==> config.mk <==
export PLATFORM = sky130hd
export DESIGN_NAME = grid_overlay_flat
export DESIGN_NICKNAME = d
export VERILOG_FILES = /design/src/rtl/grid_overlay_pkg.sv /design/src/rtl/grid_overlay_if.sv /design/src/rtl/grid_axis_counter.sv /design/src/rtl/grid_overlay.sv /design/src/flat_wrapper.sv
export SDC_FILE = /design/constraint.sdc
export NUM_CORES = 1
export LEC_CHECK = 0
export CAP_MARGIN = 20
export CORE_MARGIN = 4
export CORE_UTILIZATION = 40
export DETAILED_ROUTE_END_ITERATION = 10
export GPL_ROUTABILITY_DRIVEN = 0
export MAX_ROUTING_LAYER = met4
export SLEW_MARGIN = 20
export SYNTH_ARGS = -nofsm -noshare
export SYNTH_HDL_FRONTEND = slang
export SYNTH_HIERARCHICAL = 1
export SYNTH_SLANG_ARGS = --single-unit
export TNS_END_PERCENT = 5
==> constraint.sdc <==
create_clock -name vclk -period 1.92 [get_ports vclk]
set_input_delay 0.576 -clock vclk [delete_from_list [all_inputs] [get_ports vclk]]
set_output_delay 0.576 -clock vclk [all_outputs]
set_load 0.03 [all_outputs]
==> src/rtl/grid_overlay_pkg.sv <==
// Shared mode encodings, default colours and bus widths for the grid overlay.
package grid_pkg;

  typedef enum logic [1:0] {
    MODE_OFF    = 2'b00,
    MODE_LINES  = 2'b01,
    MODE_DOTS   = 2'b10,
    MODE_CURSOR = 2'b11
  } grid_mode_e;

  localparam logic [7:0] DEF_LINE_COLOR   = 8'hE0;
  localparam logic [7:0] DEF_CURSOR_COLOR = 8'h1C;

  localparam int HC_W  = 11;  // hcount width
  localparam int VC_W  = 10;  // vcount width
  localparam int IDX_W = 5;   // cell column/row index width

endpackage

==> src/rtl/grid_overlay_if.sv <==
// Timing-generator-to-mixer bus for the grid overlay: raster position and
// controls in, overlay pixel out.
interface grid_overlay_if;
  import grid_pkg::*;

  logic [HC_W-1:0]  hcount;
  logic [VC_W-1:0]  vcount;
  logic [1:0]       mode;
  logic [IDX_W-1:0] cur_col;
  logic [IDX_W-1:0] cur_row;
  logic [7:0]       pixel_grid;
  logic             grid_hit;

  modport master (output hcount, vcount, mode, cur_col, cur_row,
                  input  pixel_grid, grid_hit);
  modport slave  (input  hcount, vcount, mode, cur_col, cur_row,
                  output pixel_grid, grid_hit);
endinterface

==> src/rtl/grid_axis_counter.sv <==
// One raster axis of the grid: tracks the phase inside the current cell and
// the cell index from an incremental counter, restarted whenever the raster
// position equals ORIGIN. The span ends after the last cell so positions
// past the grid never alias onto a line.
module grid_axis_counter #(
  parameter int ORIGIN  = 26,
  parameter int PITCH   = 26,
  parameter int N_CELLS = 29,
  parameter int POS_W   = 11,
  parameter int IDX_W   = 5
) (
  input  logic             clk,
  input  logic             rst,
  input  logic [POS_W-1:0] i_pos,
  input  logic             i_step_en,
  output logic             o_line,
  output logic [IDX_W-1:0] o_cell_idx,
  output logic             o_in_span
);

  localparam int PH_W = $clog2(PITCH);

  logic [PH_W-1:0]  r_ph;
  logic [IDX_W-1:0] r_idx;
  logic             r_in;

  // Phase/cell counter; ORIGIN always resynchronises, even after a jump.
  always_ff @(posedge clk or posedge rst) begin
    if (rst) begin
      r_ph  <= '0;
      r_idx <= '0;
      r_in  <= 1'b0;
    end else if (i_step_en) begin
      if (i_pos == POS_W'(ORIGIN)) begin
        r_ph  <= '0;
        r_idx <= '0;
        r_in  <= 1'b1;
      end else if (r_in) begin
        if (r_ph == PH_W'(PITCH-1)) begin
          r_ph <= '0;
          if (r_idx == IDX_W'(N_CELLS)) r_in  <= 1'b0;
          else                          r_idx <= r_idx + 1'b1;
        end else begin
          r_ph <= r_ph + 1'b1;
        end
      end
    end
  end

  assign o_line     = r_in && (r_ph == '0) && (r_idx <= IDX_W'(N_CELLS));
  assign o_cell_idx = r_idx;
  assign o_in_span  = r_in;

endmodule

==> src/rtl/grid_overlay.sv <==
// Programmable grid overlay: per-axis phase counters feed a registered pixel
// stage. Mode, cursor and blink state only change at frame start so a frame
// is always drawn consistently. Latency is 2 vclk from hcount/vcount.
module grid_overlay
  import grid_pkg::*;
#(
  parameter int         H_ORIGIN     = 26,
  parameter int         V_ORIGIN     = 17,
  parameter int         CELL_W       = 26,
  parameter int         CELL_H       = 26,
  parameter int         N_COLS       = 29,
  parameter int         N_ROWS       = 22,
  parameter logic [7:0] LINE_COLOR   = DEF_LINE_COLOR,
  parameter logic [7:0] CURSOR_COLOR = DEF_CURSOR_COLOR,
  parameter int         BLINK_FRAMES = 30
) (
  input logic           vclk,
  input logic           rst,
  grid_overlay_if.slave bus
);

  localparam int BLK_W = (BLINK_FRAMES > 1) ? $clog2(BLINK_FRAMES) : 1;

  logic             w_frame_start, w_line_start;
  logic             w_v_line, w_h_line, w_in_h, w_in_v;
  logic [IDX_W-1:0] w_hcol, w_vrow;
  logic             w_h_ext, w_line_any, w_dot, w_cur_fill;
  logic [7:0]       w_pix_nxt;

  grid_mode_e       r_mode_q;
  logic [IDX_W-1:0] r_cur_col_q, r_cur_row_q;
  logic [BLK_W-1:0] r_blink_cnt;
  logic             r_blink_on;
  logic [7:0]       r_pixel;
  logic             r_hit;

  assign w_frame_start = (bus.hcount == '0) && (bus.vcount == '0);
  assign w_line_start  = (bus.hcount == '0);

  grid_axis_counter #(
    .ORIGIN(H_ORIGIN), .PITCH(CELL_W), .N_CELLS(N_COLS), .POS_W(HC_W), .IDX_W(IDX_W)
  ) u_h_axis (
    .clk(vclk), .rst(rst), .i_pos(bus.hcount), .i_step_en(1'b1),
    .o_line(w_v_line), .o_cell_idx(w_hcol), .o_in_span(w_in_h)
  );

  grid_axis_counter #(
    .ORIGIN(V_ORIGIN), .PITCH(CELL_H), .N_CELLS(N_ROWS), .POS_W(VC_W), .IDX_W(IDX_W)
  ) u_v_axis (
    .clk(vclk), .rst(rst), .i_pos(bus.vcount), .i_step_en(w_line_start),
    .o_line(w_h_line), .o_cell_idx(w_vrow), .o_in_span(w_in_v)
  );

  // Frame-start sampling of controls and the blink half-period counter.
  always_ff @(posedge vclk or posedge rst) begin
    if (rst) begin
      r_mode_q    <= MODE_OFF;
      r_cur_col_q <= '0;
      r_cur_row_q <= '0;
      r_blink_cnt <= '0;
      r_blink_on  <= 1'b1;
    end else if (w_frame_start) begin
      r_mode_q    <= grid_mode_e'(bus.mode);
      r_cur_col_q <= bus.cur_col;
      r_cur_row_q <= bus.cur_row;
      if (r_blink_cnt == BLK_W'(BLINK_FRAMES-1)) begin
        r_blink_cnt <= '0;
        r_blink_on  <= ~r_blink_on;
      end else begin
        r_blink_cnt <= r_blink_cnt + 1'b1;
      end
    end
  end

  // Horizontal lines stop at the last vertical line, not at the end of the
  // last cell's span; vertical lines are drawn on every row.
  assign w_h_ext    = w_in_h && ((w_hcol < IDX_W'(N_COLS)) || w_v_line);
  assign w_line_any = w_v_line || (w_h_line && w_h_ext);
  assign w_dot      = w_v_line && w_h_line;
  assign w_cur_fill = !w_line_any && w_in_h && w_in_v && r_blink_on &&
                      (w_hcol == r_cur_col_q) && (w_vrow == r_cur_row_q) &&
                      (r_cur_col_q < IDX_W'(N_COLS)) && (r_cur_row_q < IDX_W'(N_ROWS));

  // Next overlay pixel from the current counter state and frame mode.
  always_comb begin
    w_pix_nxt = '0;
    unique case (r_mode_q)
      MODE_OFF:    w_pix_nxt = '0;
      MODE_LINES:  if (w_line_any) w_pix_nxt = LINE_COLOR;
      MODE_DOTS:   if (w_dot)      w_pix_nxt = LINE_COLOR;
      MODE_CURSOR: begin
        if (w_line_any)      w_pix_nxt = LINE_COLOR;
        else if (w_cur_fill) w_pix_nxt = CURSOR_COLOR;
      end
      default:     w_pix_nxt = '0;
    endcase
  end

  // Registered output stage.
  always_ff @(posedge vclk or posedge rst) begin
    if (rst) begin
      r_pixel <= '0;
      r_hit   <= 1'b0;
    end else begin
      r_pixel <= w_pix_nxt;
      r_hit   <= |w_pix_nxt;
    end
  end

  assign bus.pixel_grid = r_pixel;
  assign bus.grid_hit   = r_hit;

endmodule
==> src/flat_wrapper.sv <==
// flat-port wrapper written by rule: the top's interface ports become plain ports
module grid_overlay_flat import grid_pkg::*;
#(
  parameter int         H_ORIGIN     = 26,
  parameter int         V_ORIGIN     = 17,
  parameter int         CELL_W       = 26,
  parameter int         CELL_H       = 26,
  parameter int         N_COLS       = 29,
  parameter int         N_ROWS       = 22,
  parameter logic [7:0] LINE_COLOR   = DEF_LINE_COLOR,
  parameter logic [7:0] CURSOR_COLOR = DEF_CURSOR_COLOR,
  parameter int         BLINK_FRAMES = 30
)
  (vclk, rst, bus_hcount, bus_vcount, bus_mode, bus_cur_col, bus_cur_row, bus_pixel_grid, bus_grid_hit);
  grid_overlay_if bus_i ();
  input logic vclk;
  input logic rst;
  input wire logic [$bits(bus_i.hcount)-1:0] bus_hcount;
  input wire logic [$bits(bus_i.vcount)-1:0] bus_vcount;
  input wire logic [$bits(bus_i.mode)-1:0] bus_mode;
  input wire logic [$bits(bus_i.cur_col)-1:0] bus_cur_col;
  input wire logic [$bits(bus_i.cur_row)-1:0] bus_cur_row;
  output wire logic [$bits(bus_i.pixel_grid)-1:0] bus_pixel_grid;
  output wire logic [$bits(bus_i.grid_hit)-1:0] bus_grid_hit;
  assign bus_i.hcount = bus_hcount;
  assign bus_i.vcount = bus_vcount;
  assign bus_i.mode = bus_mode;
  assign bus_i.cur_col = bus_cur_col;
  assign bus_i.cur_row = bus_cur_row;
  assign bus_pixel_grid = bus_i.pixel_grid;
  assign bus_grid_hit = bus_i.grid_hit;
  grid_overlay #(.H_ORIGIN(H_ORIGIN), .V_ORIGIN(V_ORIGIN), .CELL_W(CELL_W), .CELL_H(CELL_H), .N_COLS(N_COLS), .N_ROWS(N_ROWS), .LINE_COLOR(LINE_COLOR), .CURSOR_COLOR(CURSOR_COLOR), .BLINK_FRAMES(BLINK_FRAMES)) u_core (.vclk(vclk), .rst(rst), .bus(bus_i));
endmodule
==> run_results.csv <==
group,metric,value,unit
run_status,outcome,"complete, no violations",
yosys,synth_cell_type_count,69,
clocking,cts.path.max_buffers,2,
global_route,top_usage_layer,"met2",
layout,diodes,0,
placement,pre_cts_slack,-568,ps
timing,hold_ws,483,ps
worst_setup_path,setup.worst_path.start_class,"primary input",
drt,drt_iter0_drc,50,
timing,setup_violations,0,
drt,viasPerCell,5.42,
timing,max_freq,530,MHz
layout,final_common_cell,"dfrtp_1",
yosys,synth_largest_area_cell,"dfrtp_1",
worst_setup_path,critical_path_arrival,2070,ps
global_route,overflow,0,
worst_setup_path,crit_type,"in2reg",
placement,dp_cells,407,
worst_setup_path,cp-end-kind,"register",
floorplanning,dieArea,0.00830,sq mm
yosys,synthesis.area,0.00276,sq mm
drt,via_count,2267,
hold_path,hp-class,"reg2reg",
floorplanning,die_y,91.1,um
global_route,grt_use_met2,26.0,%
clocking,cts_sinks,43,
power_and_ir_drop,p_sw_share,23.4,%
power_and_ir_drop,leakagePower,1.71,nW
clocking,cts-buffers-inserted,5,
clocking,worstSkewPairLatency,290,ps
power_and_ir_drop,pwr-share-comb,11.2,%
global_route,antenna_found_initial,0,
timing,maxSlewViolCount,0,
global_route,grt_util_met1,19.4,%
layout,finalNonFillerCells,418,
layout,final_nets,384,
yosys,ys_seq_area_share,39.0,%
global_route,grt_pass1_vias,2285,
timing,fin_crit,1890,ps
power_and_ir_drop,pwr-share-clk,34.9,%
worst_setup_path,reg2reg_slack,120,ps
yosys,synth.area.top_cells,"dfrtp_1, ha_1, mux2_1",
timing,hold_violations,0,
layout,fin_util,54.1,%
drt,routed_wl,6100,um
timing,rsz0062_at_grt,"yes",
layout,final_cell_mix,"dfrtp_1, buf_4, clkdlybuf4s50_1",
floorplanning,core,0.00676,sq mm
clocking,cts_tree,"yes",
power_and_ir_drop,power,0.00171,W
drt,drtAntennaViolNets,0,
global_route,grt_max_degree,16,
power_and_ir_drop,ir_worst_vdd,0.000284,V
yosys,synth-edff-count,0,
worst_setup_path,crit_path_max_fanout,6,
clocking,cts-htree-levels,2,
yosys,ys_warn_count,6,
placement,io_buffers,41,
global_route,met3_usage,3.23,%
drt,drc,0,
job,drv_cap,0,
timing,period_share,98.3,%
placement,dp_hpwl,4680,um
power_and_ir_drop,p_int,0.00131,W
yosys,synth.avg_cell_area,10.7,sq um
yosys,synthArstFlopShare,100,%
power_and_ir_drop,seq_power_share,53.9,%
global_route,grt_pass1_wl,10400,um
global_route,grt_usage,15.6,%
yosys,synth_top_area_share,38.1,%
layout,fill_cells,630,
clocking,cts-root-buf,"clkbuf_8",
worst_setup_path,required,2100,ps
floorplanning,die_x,91.1,um
yosys,synth_flop_cell,"dfrtp_1",
yosys,synth-seq-cells,43,
power_and_ir_drop,power_density,468,mW/mm^2
clocking,cts_hold_buf,0,
clocking,clkSlewWorstSetupHoldPaths,80,ps
timing,post-route-worst-setup-slack,32.4,ps
power_and_ir_drop,p_sw,0.000400,W
layout,drive_above_1_share,26.3,%
timing,finClkSkew,6.42,ps
floorplanning,rows,30,
floorplanning,start_util,40.9,%
yosys,syn_inst,259,
drt,wl_per_cell,14.6,um
drt,drtPass1Iterations,4,
layout,areaGrowthSynthToFinish,32.3,%
floorplanning,pin_count,44,
## worst max-delay path, stage by stage
cell and delay, ps:
dlygate4sd2_1 250, or4b_4 500, nor4_4 230, buf_4 220, nor3_4 40, mux2_4 250
## metrics by stage
step	setup TNS (ps)	instance area (sq um)
2_1_floorplan	-52.0	2770
3_3_place_gp	-15310	3490
3_5_place_dp	-16000	3490
4_1_cts	-19.1	3620
5_1_grt	-48.1	3650
6_report	0	3650
## path summary, 6_finish.rpt
path,to,startpoint,cells past startpoint
setup / recovery,u_core/u_v_axis/r_ph[0],bus_vcount[5],6
hold / removal,u_core/r_blink_cnt[4],u_core/r_blink_cnt[4],1
setup reg to reg,u_core/bus.grid_hit,u_core/u_v_axis/o_cell_idx[0],7
hold reg to reg,u_core/r_blink_cnt[4],u_core/r_blink_cnt[4],1
max in group asynchronous,u_core/r_cur_col_q[4],rst,3
min in group asynchronous,u_core/r_blink_cnt[2],rst,2
## power groups by stage
stage	Combinational [W]	Sequential [W]	Clock, W
global placement	0.000197	0.000938	0
floorplan	0.0000741	0.000940	0
global route	0.000211	0.000923	0.000643
detailed placement	0.000200	0.000939	0
finish	0.000192	0.000921	0.000597
CTS	0.000194	0.000921	0.000619
## cells in the mapped netlist, types with 4 or more instances
master,instances
dfrtp_1,42
inv_1,17
nand3_1,13
ha_1,12
mux2_1,10
nor4_1,9
nand2_1,8
nor3_1,8
a21oi_1,7
nor2_1,7
o31ai_1,7
a21o_1,6
a22o_1,6
buf_4,6
o21ai_1,6
nor2b_1,5
nor4_2,5
o21ai_0,5
xnor2_1,5
xor2_1,5
mux2_2,4
## flip-flops by register name (all words and copies together), names as in the netlist
register	cells
u_core/u_h_axis/r_ph	5
u_core/bus.pixel_grid	2
u_core/u_h_axis/o_in_span	1
u_core/r_blink_on	1
u_core/r_cur_col_q	5
u_core/r_cur_row_q	5
u_core/r_mode_q	2
u_core/u_v_axis/o_in_span	1
u_core/u_h_axis/o_cell_idx	5
u_core/r_blink_cnt	5
u_core/u_v_axis/r_ph	5
u_core/bus.grid_hit	1
u_core/u_v_axis/o_cell_idx	5
## routing by layer
layer  part of all wire, %  wire [um]  up-vias
li1                      -          -     1117
met1                    46       2810     1103
met2                    49       2990       43
met3                   4.4        267        4
met4                  0.51         31        0
met5                     0          0        -
## cells by family after synthesis
logic type / Yosys count / synth area share (%)
XOR/XNOR: 10 / 3.17
AND/OR/NAND/NOR: 89 / 24.3
multiplexers: 16 / 6.43
other: 2 / 0.272
adder cells (fa/ha/maj): 12 / 5.44
flip-flops: 43 / 39.0
buffers and inverters: 28 / 5.84
AO/OA/AOI/OAI: 59 / 15.5
## timing repair
| item | in CTS | in global routing |
|---|---|---|
| gates resized for setup | 33 | 17 |
| pin swaps | 12 | 10 |
| setup endpoints to repair | 40 | 36 |
| setup buffers | 2 | 1 |
## final cells by class
cell class                 count  area (sq um)  share of cell area, %
clock buffer                   7          86.3                   2.36
clock inverter                 1          5.00                  0.137
multi-input combinational    191          1590                   43.6
sequential                    43          1080                   29.5
timing repair buffer          79           723                   19.8
inverter                      17          66.3                   1.82
tap                           80           100                   2.74
No activity file was read; power rests on OpenSTA's default activity.
